`src/rtl/writeback_unit_if.sv`:
```
// writeback_unit_if: pipeline-to-writeback bundle plus regfile write port and hazard outputs
interface writeback_unit_if #(
  parameter int WIDTH        = 8,
  parameter int ADDRESSWIDTH = 4,
  parameter int COUNTWIDTH   = 16
);
  logic                    in_valid;
  logic                    in_reg_write;
  logic                    in_is_load;
  logic [ADDRESSWIDTH-1:0] in_dest_address;
  logic [WIDTH-1:0]        in_alu_result;
  logic                    mem_read_valid;
  logic [WIDTH-1:0]        mem_read_data;
  logic                    flush;
  logic                    write_enable;
  logic [ADDRESSWIDTH-1:0] write_address;
  logic [WIDTH-1:0]        data_to_save;
  logic                    stall;
  logic                    load_pending_valid;
  logic [ADDRESSWIDTH-1:0] load_pending_address;
  logic                    load_error;
  logic [COUNTWIDTH-1:0]   retire_count;
  modport master (
    output in_valid, in_reg_write, in_is_load, in_dest_address, in_alu_result,
    output mem_read_valid, mem_read_data, flush,
    input  write_enable, write_address, data_to_save, stall,
    input  load_pending_valid, load_pending_address, load_error, retire_count
  );
  modport slave (
    input  in_valid, in_reg_write, in_is_load, in_dest_address, in_alu_result,
    input  mem_read_valid, mem_read_data, flush,
    output write_enable, write_address, data_to_save, stall,
    output load_pending_valid, load_pending_address, load_error, retire_count
  );
endinterface

```
`src/rtl/writeback_unit.sv`:
```
// writeback_unit: final pipeline stage; drives regfile writes and holds the pipe while a load is outstanding
module writeback_unit #(
  parameter int WIDTH        = 8,
  parameter int ADDRESSWIDTH = 4,
  parameter int PCADDRESS    = 15,
  parameter int MAXWAIT      = 15,
  parameter int COUNTWIDTH   = 16
) (
  input logic             clk,
  input logic             rst_n,
  writeback_unit_if.slave bus
);
  localparam int WW = $clog2(MAXWAIT + 1);
  typedef enum logic {IDLE, WAIT_LOAD} state_t;
  state_t                  state_q, state_d;
  logic [WW-1:0]           wait_cnt_q, wait_cnt_d;
  logic [ADDRESSWIDTH-1:0] pend_addr_q, pend_addr_d;
  logic                    pend_rw_q, pend_rw_d;
  logic                    write_enable_q, write_enable_d;
  logic [ADDRESSWIDTH-1:0] write_address_q, write_address_d;
  logic [WIDTH-1:0]        data_to_save_q, data_to_save_d;
  logic                    load_error_q, load_error_d;
  logic [COUNTWIDTH-1:0]   retire_count_q, retire_count_d;
  logic                    dest_ok, pend_ok;
  assign dest_ok = bus.in_dest_address != ADDRESSWIDTH'(PCADDRESS);
  assign pend_ok = pend_addr_q != ADDRESSWIDTH'(PCADDRESS);
  // Flush has priority over both load completion and a new accept.
  always_comb begin
    state_d         = state_q;
    wait_cnt_d      = wait_cnt_q;
    pend_addr_d     = pend_addr_q;
    pend_rw_d       = pend_rw_q;
    write_enable_d  = 1'b0;
    write_address_d = write_address_q;
    data_to_save_d  = data_to_save_q;
    load_error_d    = load_error_q;
    retire_count_d  = retire_count_q;
    if (bus.flush) begin
      state_d = IDLE;
    end else if (state_q == WAIT_LOAD) begin
      if (bus.mem_read_valid) begin
        state_d         = IDLE;
        write_enable_d  = pend_rw_q && pend_ok;
        write_address_d = pend_addr_q;
        data_to_save_d  = bus.mem_read_data;
        retire_count_d  = retire_count_q + COUNTWIDTH'(1);
      end else if (wait_cnt_q == WW'(MAXWAIT - 1)) begin
        state_d      = IDLE;
        load_error_d = 1'b1;
      end else begin
        wait_cnt_d = wait_cnt_q + WW'(1);
      end
    end else if (bus.in_valid) begin
      if (bus.in_is_load) begin
        state_d     = WAIT_LOAD;
        pend_addr_d = bus.in_dest_address;
        pend_rw_d   = bus.in_reg_write;
        wait_cnt_d  = '0;
      end else begin
        write_enable_d  = bus.in_reg_write && dest_ok;
        write_address_d = bus.in_dest_address;
        data_to_save_d  = bus.in_alu_result;
        retire_count_d  = retire_count_q + COUNTWIDTH'(1);
      end
    end
  end
  always_ff @(posedge clk or negedge rst_n) begin
    if (!rst_n) begin
      state_q         <= IDLE;
      wait_cnt_q      <= '0;
      pend_addr_q     <= '0;
      pend_rw_q       <= 1'b0;
      write_enable_q  <= 1'b0;
      write_address_q <= '0;
      data_to_save_q  <= '0;
      load_error_q    <= 1'b0;
      retire_count_q  <= '0;
    end else begin
      state_q         <= state_d;
      wait_cnt_q      <= wait_cnt_d;
      pend_addr_q     <= pend_addr_d;
      pend_rw_q       <= pend_rw_d;
      write_enable_q  <= write_enable_d;
      write_address_q <= write_address_d;
      data_to_save_q  <= data_to_save_d;
      load_error_q    <= load_error_d;
      retire_count_q  <= retire_count_d;
    end
  end
  assign bus.write_enable         = write_enable_q;
  assign bus.write_address        = write_address_q;
  assign bus.data_to_save         = data_to_save_q;
  assign bus.stall                = state_q == WAIT_LOAD;
  assign bus.load_pending_valid   = state_q == WAIT_LOAD;
  assign bus.load_pending_address = pend_addr_q;
  assign bus.load_error           = load_error_q;
  assign bus.retire_count         = retire_count_q;
endmodule
```
`src/flat_wrapper.sv`:
```
// flat-port wrapper written by rule: the top's interface ports become plain ports
module writeback_unit_flat 
#(
  parameter int WIDTH        = 8,
  parameter int ADDRESSWIDTH = 4,
  parameter int PCADDRESS    = 15,
  parameter int MAXWAIT      = 15,
  parameter int COUNTWIDTH   = 16
)
  (clk, rst_n, bus_in_valid, bus_in_reg_write, bus_in_is_load, bus_in_dest_address, bus_in_alu_result, bus_mem_read_valid, bus_mem_read_data, bus_flush, bus_write_enable, bus_write_address, bus_data_to_save, bus_stall, bus_load_pending_valid, bus_load_pending_address, bus_load_error, bus_retire_count);
  writeback_unit_if #(.WIDTH(WIDTH), .ADDRESSWIDTH(ADDRESSWIDTH), .COUNTWIDTH(COUNTWIDTH)) bus_i ();
  input logic clk;
  input logic rst_n;
  input wire logic [$bits(bus_i.in_valid)-1:0] bus_in_valid;
  input wire logic [$bits(bus_i.in_reg_write)-1:0] bus_in_reg_write;
  input wire logic [$bits(bus_i.in_is_load)-1:0] bus_in_is_load;
  input wire logic [$bits(bus_i.in_dest_address)-1:0] bus_in_dest_address;
  input wire logic [$bits(bus_i.in_alu_result)-1:0] bus_in_alu_result;
  input wire logic [$bits(bus_i.mem_read_valid)-1:0] bus_mem_read_valid;
  input wire logic [$bits(bus_i.mem_read_data)-1:0] bus_mem_read_data;
  input wire logic [$bits(bus_i.flush)-1:0] bus_flush;
  output wire logic [$bits(bus_i.write_enable)-1:0] bus_write_enable;
  output wire logic [$bits(bus_i.write_address)-1:0] bus_write_address;
  output wire logic [$bits(bus_i.data_to_save)-1:0] bus_data_to_save;
  output wire logic [$bits(bus_i.stall)-1:0] bus_stall;
  output wire logic [$bits(bus_i.load_pending_valid)-1:0] bus_load_pending_valid;
  output wire logic [$bits(bus_i.load_pending_address)-1:0] bus_load_pending_address;
  output wire logic [$bits(bus_i.load_error)-1:0] bus_load_error;
  output wire logic [$bits(bus_i.retire_count)-1:0] bus_retire_count;
  assign bus_i.in_valid = bus_in_valid;
  assign bus_i.in_reg_write = bus_in_reg_write;
  assign bus_i.in_is_load = bus_in_is_load;
  assign bus_i.in_dest_address = bus_in_dest_address;
  assign bus_i.in_alu_result = bus_in_alu_result;
  assign bus_i.mem_read_valid = bus_mem_read_valid;
  assign bus_i.mem_read_data = bus_mem_read_data;
  assign bus_i.flush = bus_flush;
  assign bus_write_enable = bus_i.write_enable;
  assign bus_write_address = bus_i.write_address;
  assign bus_data_to_save = bus_i.data_to_save;
  assign bus_stall = bus_i.stall;
  assign bus_load_pending_valid = bus_i.load_pending_valid;
  assign bus_load_pending_address = bus_i.load_pending_address;
  assign bus_load_error = bus_i.load_error;
  assign bus_retire_count = bus_i.retire_count;
  writeback_unit #(.WIDTH(WIDTH), .ADDRESSWIDTH(ADDRESSWIDTH), .PCADDRESS(PCADDRESS), .MAXWAIT(MAXWAIT), .COUNTWIDTH(COUNTWIDTH)) u_core (.clk(clk), .rst_n(rst_n), .bus(bus_i));
endmodule
```
`config.mk`:
```
export PLATFORM = sky130hd
export DESIGN_NAME = writeback_unit_flat
export DESIGN_NICKNAME = d
export VERILOG_FILES = /design/src/rtl/writeback_unit_if.sv /design/src/rtl/writeback_unit.sv /design/src/flat_wrapper.sv
export SDC_FILE = /design/constraint.sdc
export NUM_CORES = 1
export LEC_CHECK = 0
export CORE_UTILIZATION = 35
export DETAILED_ROUTE_END_ITERATION = 7
export PLACE_DENSITY = 0.75
export SLEW_MARGIN = 20
export SYNTH_ARGS = -nofsm -noshare
export SYNTH_HDL_FRONTEND = slang
export SYNTH_SLANG_ARGS = --single-unit
```
`constraint.sdc`:
```
create_clock -name clk -period 1.8 [get_ports clk]
set_input_delay 0.27 -clock clk [delete_from_list [all_inputs] [get_ports clk]]
set_output_delay 0.27 -clock clk [all_outputs]
set_load 0.03 [all_outputs]
```
* Yosys cells after proc, flatten, opt, wreduce, memory -nomap -nowiden
Index checks and enable logic that the tools add are counted.
Operators by class: equal/unequal tests 7, $add $sub $neg 2, bitwise logic cells 3, muxes and demuxes 28, reductions and logical operators 8
Operators by type and width (number):
- 2-to-1 mux 16 bit | 4
- 2-to-1 mux 4 bit | 9
- 2-to-1 mux 8 bit | 4
- adder 16 x 1 -> 16 bit (second input constant) | 1
- AND reduction 4 bit | 3
- 2-to-1 mux 1 bit | 11
- inequality test 4 bit (second input constant) | 2
- inequality test 2 bit (second input constant) | 3
- AND reduction 5 bit | 1
- adder 4 x 1 -> 4 bit (second input constant) | 1
- == test 4 bit (second input constant) | 1
- nonzero test 2 bit | 2
- NOT 1 bit | 3
- logical AND 1 bit | 2
- inequality test 2 x 1 -> 1 bit (second input constant) | 1
Storage, ports and cells: register bits 40

* Logic depth before layout (Yosys ltp)
word-level depth 6, gate-level depth with buffers 6, gate-level depth less buffers 6

* Worst setup path before layout
Ideal clock, no wire load.
kind register -> register, start reg u_core.state_q, in the netlist u_core.bus.load_pending_valid, end reg u_core.retire_count_q[13], in the netlist u_core.bus.retire_count[13], buffers on the path 1, stages on the path, launching flop included 6, library setup time 133 ps, clock period less this slack 1918 ps, data arrival time 1785 ps, path slack -118 ps, required time 1667 ps, cell sequence dfrtp_1 buf_6 or3b_4 a2111oi_4 nand3_1 xnor2_1
On the way: cells in the longest elaborated chain, start to end 2, elaborated cells on any way between the ends 5, classes of those cells eq/ne (2); mux (1); reduce/logical (2)
RTL lines:
- from (decl) | RTL line writeback_unit.sv:15 | state_t state_q, state_d;
- from (signal assigned) | RTL line writeback_unit.sv:79 | state_q <= state_d;
- inequality test 2 bit (no source line) (tied with other cells)
- AND reduction 4 bit (no source line)
- to (signal assigned) | RTL line writeback_unit.sv:87 | retire_count_q <= retire_count_d;
- to (decl) | RTL line writeback_unit.sv:23 | logic [COUNTWIDTH-1:0] retire_count_q, retire_count_d;
Several ways; a longest one is shown, not always the timed one. A chain may end at the register's enable or synchronous reset.

* Worst setup path after layout
start reg u_core.state_q, in the netlist u_core.bus.load_pending_valid, end reg u_core.retire_count_q[14], in the netlist u_core.bus.retire_count[14]
Same word-level chain as after synthesis.

==> out/metrics.csv <==
metric,value,unit
clk_latency,0.29,ns
grt_pass1_vias,1412,
synth_edf_count,0,
hpwl,2.90,mm
worst-setup-path-type,reg2reg,
route.detailed.drc,0,
port_buffers,62,
hold_class,in2async,
pin_count,63,
fmax,575,MHz
yosys-top-cells-area,"dfrtp_1 (55%), mux2i_1 (6.5%), xnor2_1 (5.7%)",
finalCritPeriodShare,0.966,
setup_viol,0,
cts_buffers,5,
syn_area,1840,µm²
syn_nets,187,
wire_per_inst,13.3,µm
worst_path_largest_cell_delay,0.42,ns
critPathMaxFanout,4,
critPathTopFamily,simple AND/OR/NAND/NOR gates,
synth_seq_cells,40,
yosysSeqAreaShare,0.545,
cts_root_buf,clkbuf_8,
cp-end-kind,flip-flop,
ys_types,28,
core_area,4880,µm²
rsz0062_at_grt,yes,
clkSinkCount,40,
start_util,0.376,
layout-drive-gt1-share,0.124,
vias_per_cell,4.81,
async_flop_share,1.00,
track_usage,0.159,
die_x,74.4,µm
cp.buffers_inverters,1,
synth_top_area_frac,0.545,
dp_worst_setup_slack,-0.327,ns
cts.clk_slew.worst_paths,0.08,ns
clk_path_buf_depth,2,
drv_cap,0,
crit_path_cell_trace,"or3b_4, buf_6, a2111oi_4, nand2_1, xnor2_1",
diodes,0,
cp.arrival,1.92,ns
final_antenna_net_count,0,
dr_total_vias,1447,
tightestPinTransition,0.399,ns
antenna_found_initial,0,
powerDensity,1020,nW/µm²
startpoint_type,flip-flop,
gp_congestion,0.770,
syn_avg_cell_area,11.7,µm²
p_leak,1.16,nW
final_max_slew_viol_count,0,
slew_headroom,0.734,
final_cells,301,
grt-ovfl-total,0,
fin_crit,1.74,ns
cts_tree,yes,
nNetsFinal,263,
synth.most_common_cell,dfrtp_1,
holdWs,0.437,ns
htree_levels,2,
dr.first_iter.drc_count,98,
synthCells,157,
fin_skew,0.00405,ns
ys.flop_type,dfrtp_1,
worst_slack,0.0617,ns
post-route-util,0.563,
place_inst,291,
die_h,74.4,µm
yosysTopAreaCell,dfrtp_1,
cp.required,1.98,ns
syn_to_final_growth,49.7,%
grt_start_max_net_pins,27,
slowest_stage,or3b_4,
ys_top_cells_by_count,"dfrtp_1 (40), nor2_1 (14), a21oi_1 (13), mux2i_1 (12), xnor2_1 (12)",
ys_warn_count,0,
ir_drop,0.671,mV
firstDrtPassIters,6,
num_rows,25,
status,"complete, no violations",
die_area,5540,µm²
wirelength,3.99,mm
hold_viol_final,0,
grt_pass1_wl,6.58,mm
registers in the layout (all words and copies together), names as in the netlist:
| name | cells |
|---|---|
| u_core.bus.write_address | 4 |
| u_core.wait_cnt_q | 4 |
| u_core.bus.write_enable | 1 |
| u_core.bus.data_to_save | 8 |
| u_core.bus.retire_count | 16 |
| u_core.bus.load_error | 1 |
| u_core.pend_rw_q | 1 |
| u_core.bus.load_pending_address | 4 |
| u_core.bus.load_pending_valid | 1 |
what timing repair did:
action / CTS / global route
hold endpoints to repair: 14 / 0
pin swaps: 3 / 2
endpoints found under the setup margin: 4 / 9
setup buffers: 1 / 0
hold buffers: 1 / 0
resized for setup: 4 / 3
where the power goes:
group,switching (mW),internal [mW],leakage [nW],total [mW]
Clock,0.308,0.410,0.0541,0.718
Sequential,0.139,1.05,0.501,1.19
Combinational,0.489,0.416,0.608,0.906
area by class of cell:
class / count / area [µm²]
well taps: 67 / 83.8
flip-flops and latches: 40 / 1000
inverters: 2 / 7.51
clock inverters: 3 / 42.5
clock buffers: 5 / 68.8
fillers: 447 / 2130
multi-input cells: 108 / 788
repair buffers: 76 / 754
through the flow:
step | power (mW) | instance area (µm²) | setup TNS [ns]
final | 2.81 | 2750 | 0
after global routing | 2.97 | 2750 | -0.0101
after CTS | 2.85 | 2740 | 0
after detailed placement | 2.11 | 2610 | -4.24
after global placement | 2.10 | 2610 | -3.67
after floorplan | 1.67 | 1840 | -0.389
metal layers:
layer  GRT usage  part of all wire  vias up
met3      0.0420             0.048        5
met1       0.205              0.47      694
met5           0                 0        -
met2       0.261              0.47       42
li1            -                 -      706
met4      0.0503            0.0095        0
worst register-to-register path, cell delays in order (launching register included):
cell	delay (ns)
dfrtp_2	0.41
or3b_4	0.42
buf_6	0.14
a2111oi_4	0.39
nand2_1	0.13
xnor2_1	0.14
worst paths after layout:
check | start | end | slack (ns) | cells after the start
setup reg to reg | u_core.bus.load_pending_valid | u_core.bus.retire_count[14] | 0.06 | 5
hold reg to reg | u_core.bus.load_error | u_core.bus.load_error | 0.47 | 1
max in group asynchronous | rst_n | u_core.bus.load_pending_valid | 0.88 | 3
setup / recovery | u_core.bus.load_pending_valid | u_core.bus.retire_count[14] | 0.06 | 5
hold / removal | rst_n | u_core.bus.data_to_save[4] | 0.44 | 2
min in group clk | u_core.bus.load_error | u_core.bus.load_error | 0.47 | 1
logic make-up (layout without fill, tap and decap cells):
logic type | after synthesis | after routing | synth area share
mux | 18 | 18 | 0.102
buf+inv | 9 | 86 | 0.0266
simple gates | 50 | 50 | 0.138
flops | 40 | 40 | 0.545
xor+xnor | 17 | 17 | 0.0811
fa+ha+maj | 3 | 3 | 0.0205
compound gates | 20 | 20 | 0.0859
placed cells by master (no fill, tap or decap), types with 8 or more instances in the layout:
master	instances
mux2i_1	12
nand3_1	11
dfrtp_1	39
buf_4	9
nor2_1	14
a21oi_1	13
nand2_1	8
clkdlybuf4s50_1	57
xnor2_1	12
No activity file was read; power rests on OpenSTA's default activity.
